## config.mk

```make
export PLATFORM = sky130hd
export DESIGN_NAME = prbs6_predictor
export DESIGN_NICKNAME = d
export VERILOG_FILES = /design/src/rtl/prbs6_pkg.sv /design/src/rtl/prbs6_predictor.sv
export SDC_FILE = /design/constraint.sdc
export NUM_CORES = 1
export LEC_CHECK = 0
export ABC_AREA = 1
export CAP_MARGIN = 20
export CORE_AREA = 5 5 42 44
export CTS_BUF_LIST = sky130_fd_sc_hd__clkbuf_4
export CTS_CLUSTER_DIAMETER = 30
export DETAILED_ROUTE_END_ITERATION = 12
export DIE_AREA = 0 0 47 49
export PLACE_DENSITY_LB_ADDON = 0.12
export SKIP_CTS_REPAIR_TIMING = 1
export SLEW_MARGIN = 20
export SYNTH_ARGS = -nofsm -noshare
export SYNTH_HDL_FRONTEND = slang
export SYNTH_SLANG_ARGS = --single-unit
```

## constraint.sdc

```tcl
create_clock -name i_clk -period 2.5 [get_ports i_clk]
set_clock_uncertainty 0.2 [all_clocks]
set_input_delay 0.5 -clock i_clk [delete_from_list [all_inputs] [get_ports i_clk]]
set_output_delay 0.5 -clock i_clk [all_outputs]
set_load 0.02 [all_outputs]
```

## src/rtl/prbs6_pkg.sv

```systemverilog
// Shared types and constants for the PRBS6 (x^6 + x^5 + 1) receive checker.
package prbs6_pkg;

   localparam int unsigned PRBS_W    = 6;
   localparam int unsigned TAP_A     = 4;
   localparam int unsigned TAP_B     = 5;
   localparam int unsigned ERR_CNT_W = 16;

   typedef enum logic [1:0] {
      StSeed   = 2'd0,
      StVerify = 2'd1,
      StLocked = 2'd2
   } state_e;

   // Next sequence bit from the history: b[n] = b[n-5] ^ b[n-6].
   function automatic logic prbs_pred(input logic [PRBS_W-1:0] hist);
      return hist[TAP_A] ^ hist[TAP_B];
   endfunction

endpackage

```

## src/rtl/prbs6_predictor.sv

```systemverilog
// PRBS6 history register with selectable load (received bit or own prediction).
module prbs6_predictor
   import prbs6_pkg::*;
(
   input  logic              i_clk,
   input  logic              i_rst_n,
   input  logic              i_shift,
   input  logic              i_sel_pred,
   input  logic              i_data,
   output logic [PRBS_W-1:0] o_hist,
   output logic              o_pred
);

   logic [PRBS_W-1:0] r_hist;
   logic              w_pred;
   logic              w_in;

   assign w_pred = prbs_pred(r_hist);
   assign w_in   = i_sel_pred ? w_pred : i_data;

   // Newest bit enters bit 0; bit PRBS_W-1 is the oldest.
   always_ff @(posedge i_clk or negedge i_rst_n) begin
      if (!i_rst_n) begin
         r_hist <= '0;
      end else if (i_shift) begin
         r_hist <= {r_hist[PRBS_W-2:0], w_in};
      end
   end

   assign o_hist = r_hist;
   assign o_pred = w_pred;

endmodule

```

# [Yosys cells after proc, flatten, opt, wreduce, memory -nomap -nowiden]
# Cells that the tools add are included.
[totals] reg_bits=6 output_inout_bits=7 in_bits=5 wordCells=3
[classes] n_mux=1 bitwise=1
[ops] cell="$mux 1" n=1
[ops] cell="$xor 1x1->1" n=1

# [Logic depth before layout (Yosys ltp)]
# Gate-level depths: netlist (run 1).
[depth] depth_word=2 depth_mapped=5

# [Worst setup path before layout (run 1)]
# No wires, ideal clock.
[synth_timing] path_type="register -> output" from="reg r_hist[4], in the netlist o_hist[4]" to="out o_pred" n_path_buf=0 required_time_ns=1.800 arrival_time_ns=0.771 stages_incl_launch_ff=4 slack_ns=1.029 cell_sequence="dfrtp_1 inv_1 nand2_1 nand2_1"
[synth_between] elab_chain_len=1
[synth_rtl] item="from (decl)" line="prbs6_predictor.sv:14" source="logic [PRBS_W-1:0] r_hist;"
[synth_rtl] item="from (signal assigned)" line="prbs6_predictor.sv:26" source="r_hist <= {r_hist[PRBS_W-2:0], w_in};"
[synth_rtl] item="$xor 1x1->1" line="prbs6_pkg.sv:17" source="return hist[TAP_A] ^ hist[TAP_B];"
[synth_rtl] item="to (decl)" line="prbs6_predictor.sv:11" source="output logic o_pred"
# No other way between the ends.

# [Worst setup path in the final report (run 1)]
# Same ends and word-level chain as after synthesis.

==> run metrics, run 1 <==
#FFs+latches synth 6; Final Cell Area 399.1 µm²; CP Capture Type output port; nets@finish 51; clk slew on worst S/H paths 0.05 ns; Post-Syn Area 246.5 µm²; GR met3 Demand/Resource 0.04428; first-pass GRT wire length 945 µm; largest area contributor in the netlist dfrtp_1; CP most frequent cell nand2_1; DR DRC count 0; DIE HEIGHT approximately 50 µm; initial antenna violation count 0; Yosys warning count 0; die area 2303 µm²; CTS root buffer clkbuf_4; TritonCTS Buffers 3; gr usage total 0.05953; gr busiest metal met2; detailed router's first-iteration violation count 3; M1 GR Usage 0.06726; Final Hold Fails 0; reg2reg setup slack 1.50 ns; final number of setup-violating endpoints 0; Crit path required time 1.80 ns; Slew HR 0.8094; largest net degree at the start of global routing 9; Mean Syn Cell Area 8.216 µm²; Initial Utilization 0.1759; max reg flops 6; worst hold path class primary input to async pin; Max stage delay cell, worst path clkdlybuf4s50_1; number of global-route vias before repair 241; total chip power 0.0003114 W; R2R cell count 5; Peak Freq roughly 0.47 GHz; critical path, cell by cell inv_1, nand2_1, nand2_1, clkdlybuf4s50_1; Ports 12; worst r2r dst o_hist[0]; total number of vias 232; Max stage delay on crit path 0.59 ns; Post-Syn Instances 30; H-Tree Depth 1; Worst setup SP type flop; post-synthesis cell type count 7; M2 GR Usage 0.07466; Final ANT Viol Nets 0; CP Max Fanout 4; Routability Congestion 0.6961; Max Slew Vio Count 0; worst slew pin tran 0.2850 ns; status completed; Skew-Pair Late Insertion Delay 0.24 ns; top-area cell type share of the netlist area 0.6091; die width 47 µm; CTS Buffer Depth 2; top cells by area, synth dfrtp_1 (61%), nand2_1 (20%), o21ai_0 (8.1%); P per Cell Area between 700 and 800 nW/µm²; share of post-route cells with drive strength above 1 0.09091; WP data arrival between 1 and 1.5 ns; period utilization 0.8543; P_leak 0.1881 nW; Finished Core Util 0.2848; DP HPWL about 440 µm; CTS tree done; antenna cells 0; syn_nets 35; max-cap viol count 0; min Tclk post-route 2.136 ns; kind of critical path flop to output port; core area 1401 µm²; RSZ-0062 raised after global routing no; DR WL/cell 9.083 µm; Area growth syn-to-layout 61.93%; total grt overflow 0; IO buf count 11; Worst IR Drop VDD 0.2424 mV; CTS Sinks 6; reg-to-reg startpoint o_hist[4]; routed wire length ~550 µm; post-synthesis sequential area ratio 0.6091; Vias/cell 3.867; drt first pass iters 2; setup TNS 0 ns; placed cell areas 376.6 µm²; row count 14
## cell usage in the layout, fill, tap and decap left out
cell	n
clkbuf_4	3
clkdlybuf4s50_1	11
dfrtp_1	6
inv_1	3
inv_2	1
nand2_1	13
nand3_1	1
nor2_1	2
o21ai_0	4
## stage by stage
stage,hold WS (ns),instances,setup WS [ns]
3_3_place_gp,0.2860,57,0.6246
5_1_grt,0.3215,60,0.2505
2_1_floorplan,0.004409,30,1.029
6_report,0.3038,60,0.3642
3_5_place_dp,0.2957,57,0.6109
4_1_cts,0.2995,60,0.3374
## where the power goes
| part | total, W | internal (W) | switching (W) |
|---|---|---|---|
| sequential | 0.000125 | 0.000113 | 0.0000122 |
| combinational | 0.000100 | 0.0000485 | 0.0000516 |
| clock | 0.0000860 | 0.0000541 | 0.0000319 |
## critical path: cells and delay by family, from the launching register on
family	cells	cell delay, ns
buffers and inverters	2	0.67
AND/OR/NAND/NOR	2	0.13
flip-flops	1	0.40
## metal layers
layer | share of wire | routed length [µm] | vias to the layer above
met5 | 0 | 0 | -
li1 | - | - | 121
met3 | 0.084 | 46 | 0
met4 | 0 | 0 | 0
met2 | 0.45 | 245 | 7
met1 | 0.46 | 253 | 104
## worst max-delay path by stage
stage               slack [ns]  endpoint  startpoint
finish                    0.36    o_pred   o_hist[4]
global route              0.25    o_pred   o_hist[4]
CTS                       0.34    o_pred   o_hist[4]
detailed placement        0.61    o_pred   o_hist[4]
global placement          0.62    o_pred   o_hist[4]
floorplan                 1.03    o_pred   o_hist[4]
## Yosys cell counts
master,number
nand2_1,13
inv_2,1
dfrtp_1,6
nand3_1,1
inv_1,3
nor2_1,2
o21ai_0,4
## cells by family after synthesis
kind of cell | synth area share
flip-flops | 0.6091
AO/OA/AOI/OAI | 0.08122
AND/OR/NAND/NOR | 0.2487
buffers and inverters | 0.06090
## layout make-up
class                   count  area, µm²
clock buffers               3      22.52
fillers                   165       1002
inverters                   4      15.01
multi-input cells          20      81.33
flip-flops and latches      6      150.1
well taps                  16      20.02
repair buffers             11      110.1
(Power assumes the default switching activity.)
==> run 2, diff against run 1 <==
--- a/config.mk
+++ b/config.mk
@@ -12,7 +12,9 @@
 export CTS_CLUSTER_DIAMETER = 30
 export DETAILED_ROUTE_END_ITERATION = 12
 export DIE_AREA = 0 0 47 49
+export GPL_ROUTABILITY_DRIVEN = 1
 export PLACE_DENSITY_LB_ADDON = 0.12
+export RECOVER_POWER = 50
 export SKIP_CTS_REPAIR_TIMING = 1
 export SLEW_MARGIN = 20
 export SYNTH_ARGS = -nofsm -noshare
==> run 2 against run 1 <==
  * Wire length is 0.18% lower
  * Maximum frequency stayed put
  * Cell count stayed put
  * First-iteration DRC count stayed put
  * Power is 0.20% lower
  * Worst setup slack stayed put
  * Non-clock buffer count stayed put
  * Core utilization stayed put
  * Sequential power hardly changed
  * Critical path depth stayed put
  * Design area stayed put
  * Global-route usage stayed put
  * Largest cell class unchanged
==> run metrics, run 2 (synthesis results as in run 1) <==
status completed (unchanged); nets@finish 51 (unchanged); routed wire length 544 µm (was 545 µm); hold endpoint o_hist[3]; RSZ-0062 raised after global routing no (unchanged); max-cap viol count 0 (unchanged); DR WL/cell 9.067 µm (was 9.083 µm); Area growth syn-to-layout 61.93% (unchanged); drt first pass iters 2 (unchanged); kind of critical path flop to output port (unchanged); first-pass GRT wire length 945 µm (unchanged); DIE HEIGHT 49 µm (unchanged); DP HPWL 436.4 µm (unchanged); period utilization 0.8543 (unchanged); Skew-Pair Late Insertion Delay 0.24 ns (about the same); Multi-input gate area 81.33 µm² (unchanged); P_leak 0.1886 nW (was 0.1881 nW); number of global-route vias before repair 241 (unchanged); worst r2r dst o_hist[0] (unchanged); reg2reg setup slack 1.50 ns (about the same); clk slew on worst S/H paths 0.05 ns (about the same); Register Area 150.1 µm² (unchanged); Ports 12 (unchanged); R2R cell count 5 (unchanged); WP data arrival 1.44 ns (about the same); DR DRC count 0 (unchanged); Vias/cell 3.867 (unchanged); CP Max Fanout 4 (unchanged); largest net degree at the start of global routing 9 (unchanged); CTS tree done (unchanged); H-Tree Depth 1 (unchanged); core area 1401 µm² (unchanged); P per Cell Area 778.8 nW/µm² (was 780.3 nW/µm²); total grt overflow 0 (unchanged); CTS Sinks 6 (unchanged); initial antenna violation count 0 (unchanged); # fillers 165 (unchanged); Worst setup SP type flop (unchanged); worst hold stages 2; share of post-route cells with drive strength above 1 0.09091 (unchanged); CTS Buffer Depth 2 (unchanged); gr usage total 0.05953 (unchanged); Hold Startpoint o_hist[3]; Peak Freq 0.4682 GHz (unchanged); Crit path required time 1.80 ns (about the same); detailed router's first-iteration violation count 3 (unchanged); Final Hold Fails 0 (unchanged); min Tclk post-route 2.136 ns (unchanged); worst slew pin tran 0.2900 ns (was 0.2850 ns); max reg flops 6 (unchanged); CP Capture Type output port (unchanged); most frequent cells in the layout nand2_1 (13), clkdlybuf4s50_1 (9), dfrtp_1 (6) (was nand2_1 (13), clkdlybuf4s50_1 (11), dfrtp_1 (6)); IO buf count 11 (unchanged); worst hold path class flop to flop (was primary input to async pin); Routability Congestion 0.6961 (unchanged); die area 2303 µm² (unchanged); Final ANT Viol Nets 0 (unchanged); Worst IR Drop VDD 0.2410 mV (was 0.2424 mV); die width 47 µm (unchanged); Max Slew Vio Count 0 (unchanged); Slew HR 0.8060 (was 0.8094); final number of setup-violating endpoints 0 (unchanged); most common cell after layout, fill and taps aside nand2_1 (unchanged); antenna cells 0 (unchanged); CTS root buffer clkbuf_4 (unchanged); row count 14 (unchanged); reg-to-reg startpoint o_hist[4] (unchanged); cell total after placement 57 (unchanged); TritonCTS Buffers 3 (unchanged); setup TNS 0 ns (unchanged); Post-Layout Cell Count 60 (unchanged); Initial Utilization 0.1759 (unchanged); total number of vias 232 (unchanged)
## run 2: cell count changes in the layout (fill, tap and decap cells not counted), sizes merged
cell,before,now
dlygate4sd3,0,2
clkdlybuf4s50,11,9
## run 2: worst max-delay path by stage
| stage | startpoint | to | slack [ns] | cells past startpoint |
|---|---|---|---|---|
| after global routing | o_hist[4] | o_pred | 0.25 | 4 |
| final | o_hist[4] | o_pred | 0.36 | 4 |
| after detailed placement | o_hist[4] | o_pred | 0.61 | 4 |
| after floorplan | o_hist[4] | o_pred | 1.03 | 3 |
| after global placement | o_hist[4] | o_pred | 0.62 | 4 |
| after CTS | o_hist[4] | o_pred | 0.34 | 4 |
## run 2: final cells by class
class	instances	area share
Sequential cell	6	0.3762
Multi-Input combinational cell	20	0.2038
Clock buffer	3	0.05643
Inverter	4	0.03762
Tap cell	16	0.05016
Timing Repair Buffer	11	0.2759
## run 2: stage by stage
step                power (W)  utilization  worst slack, ns  hold slack, ns  instance area, µm²
floorplan           0.0001724            -            1.029        0.004409               246.5
global placement    0.0002283       0.2688           0.6246          0.2860               376.6
detailed placement  0.0002283       0.2688           0.6109          0.2957               376.6
CTS                 0.0003208       0.2848           0.3374          0.2995               399.1
global route        0.0003343       0.2848           0.2505          0.3336               399.1
finish              0.0003108       0.2848           0.3642          0.3096               399.1
## run 2: per-layer routing
metal  vias to the layer above  wire length [µm]  global-route usage
li1                        121                 -                   -
met1                       104               253             0.06726
met2                         7               245             0.07466
met3                         0                46             0.04428
met4                         0                 0             0.04147
met5                         -                 0                   0
## run 2: critical path, cell delays in order (launching register included)
cell             delay, ns
dfrtp_1               0.40
inv_1                 0.08
nand2_1               0.06
nand2_1               0.07
clkdlybuf4s50_1       0.59
## run 2: power by group
part	switching, W	internal [W]	leakage [nW]
clock network	0.0000319	0.0000541	0.0138
registers	0.0000122	0.000113	0.0764
logic	0.0000516	0.0000479	0.0984
total	0.0000956	0.000215	0.189
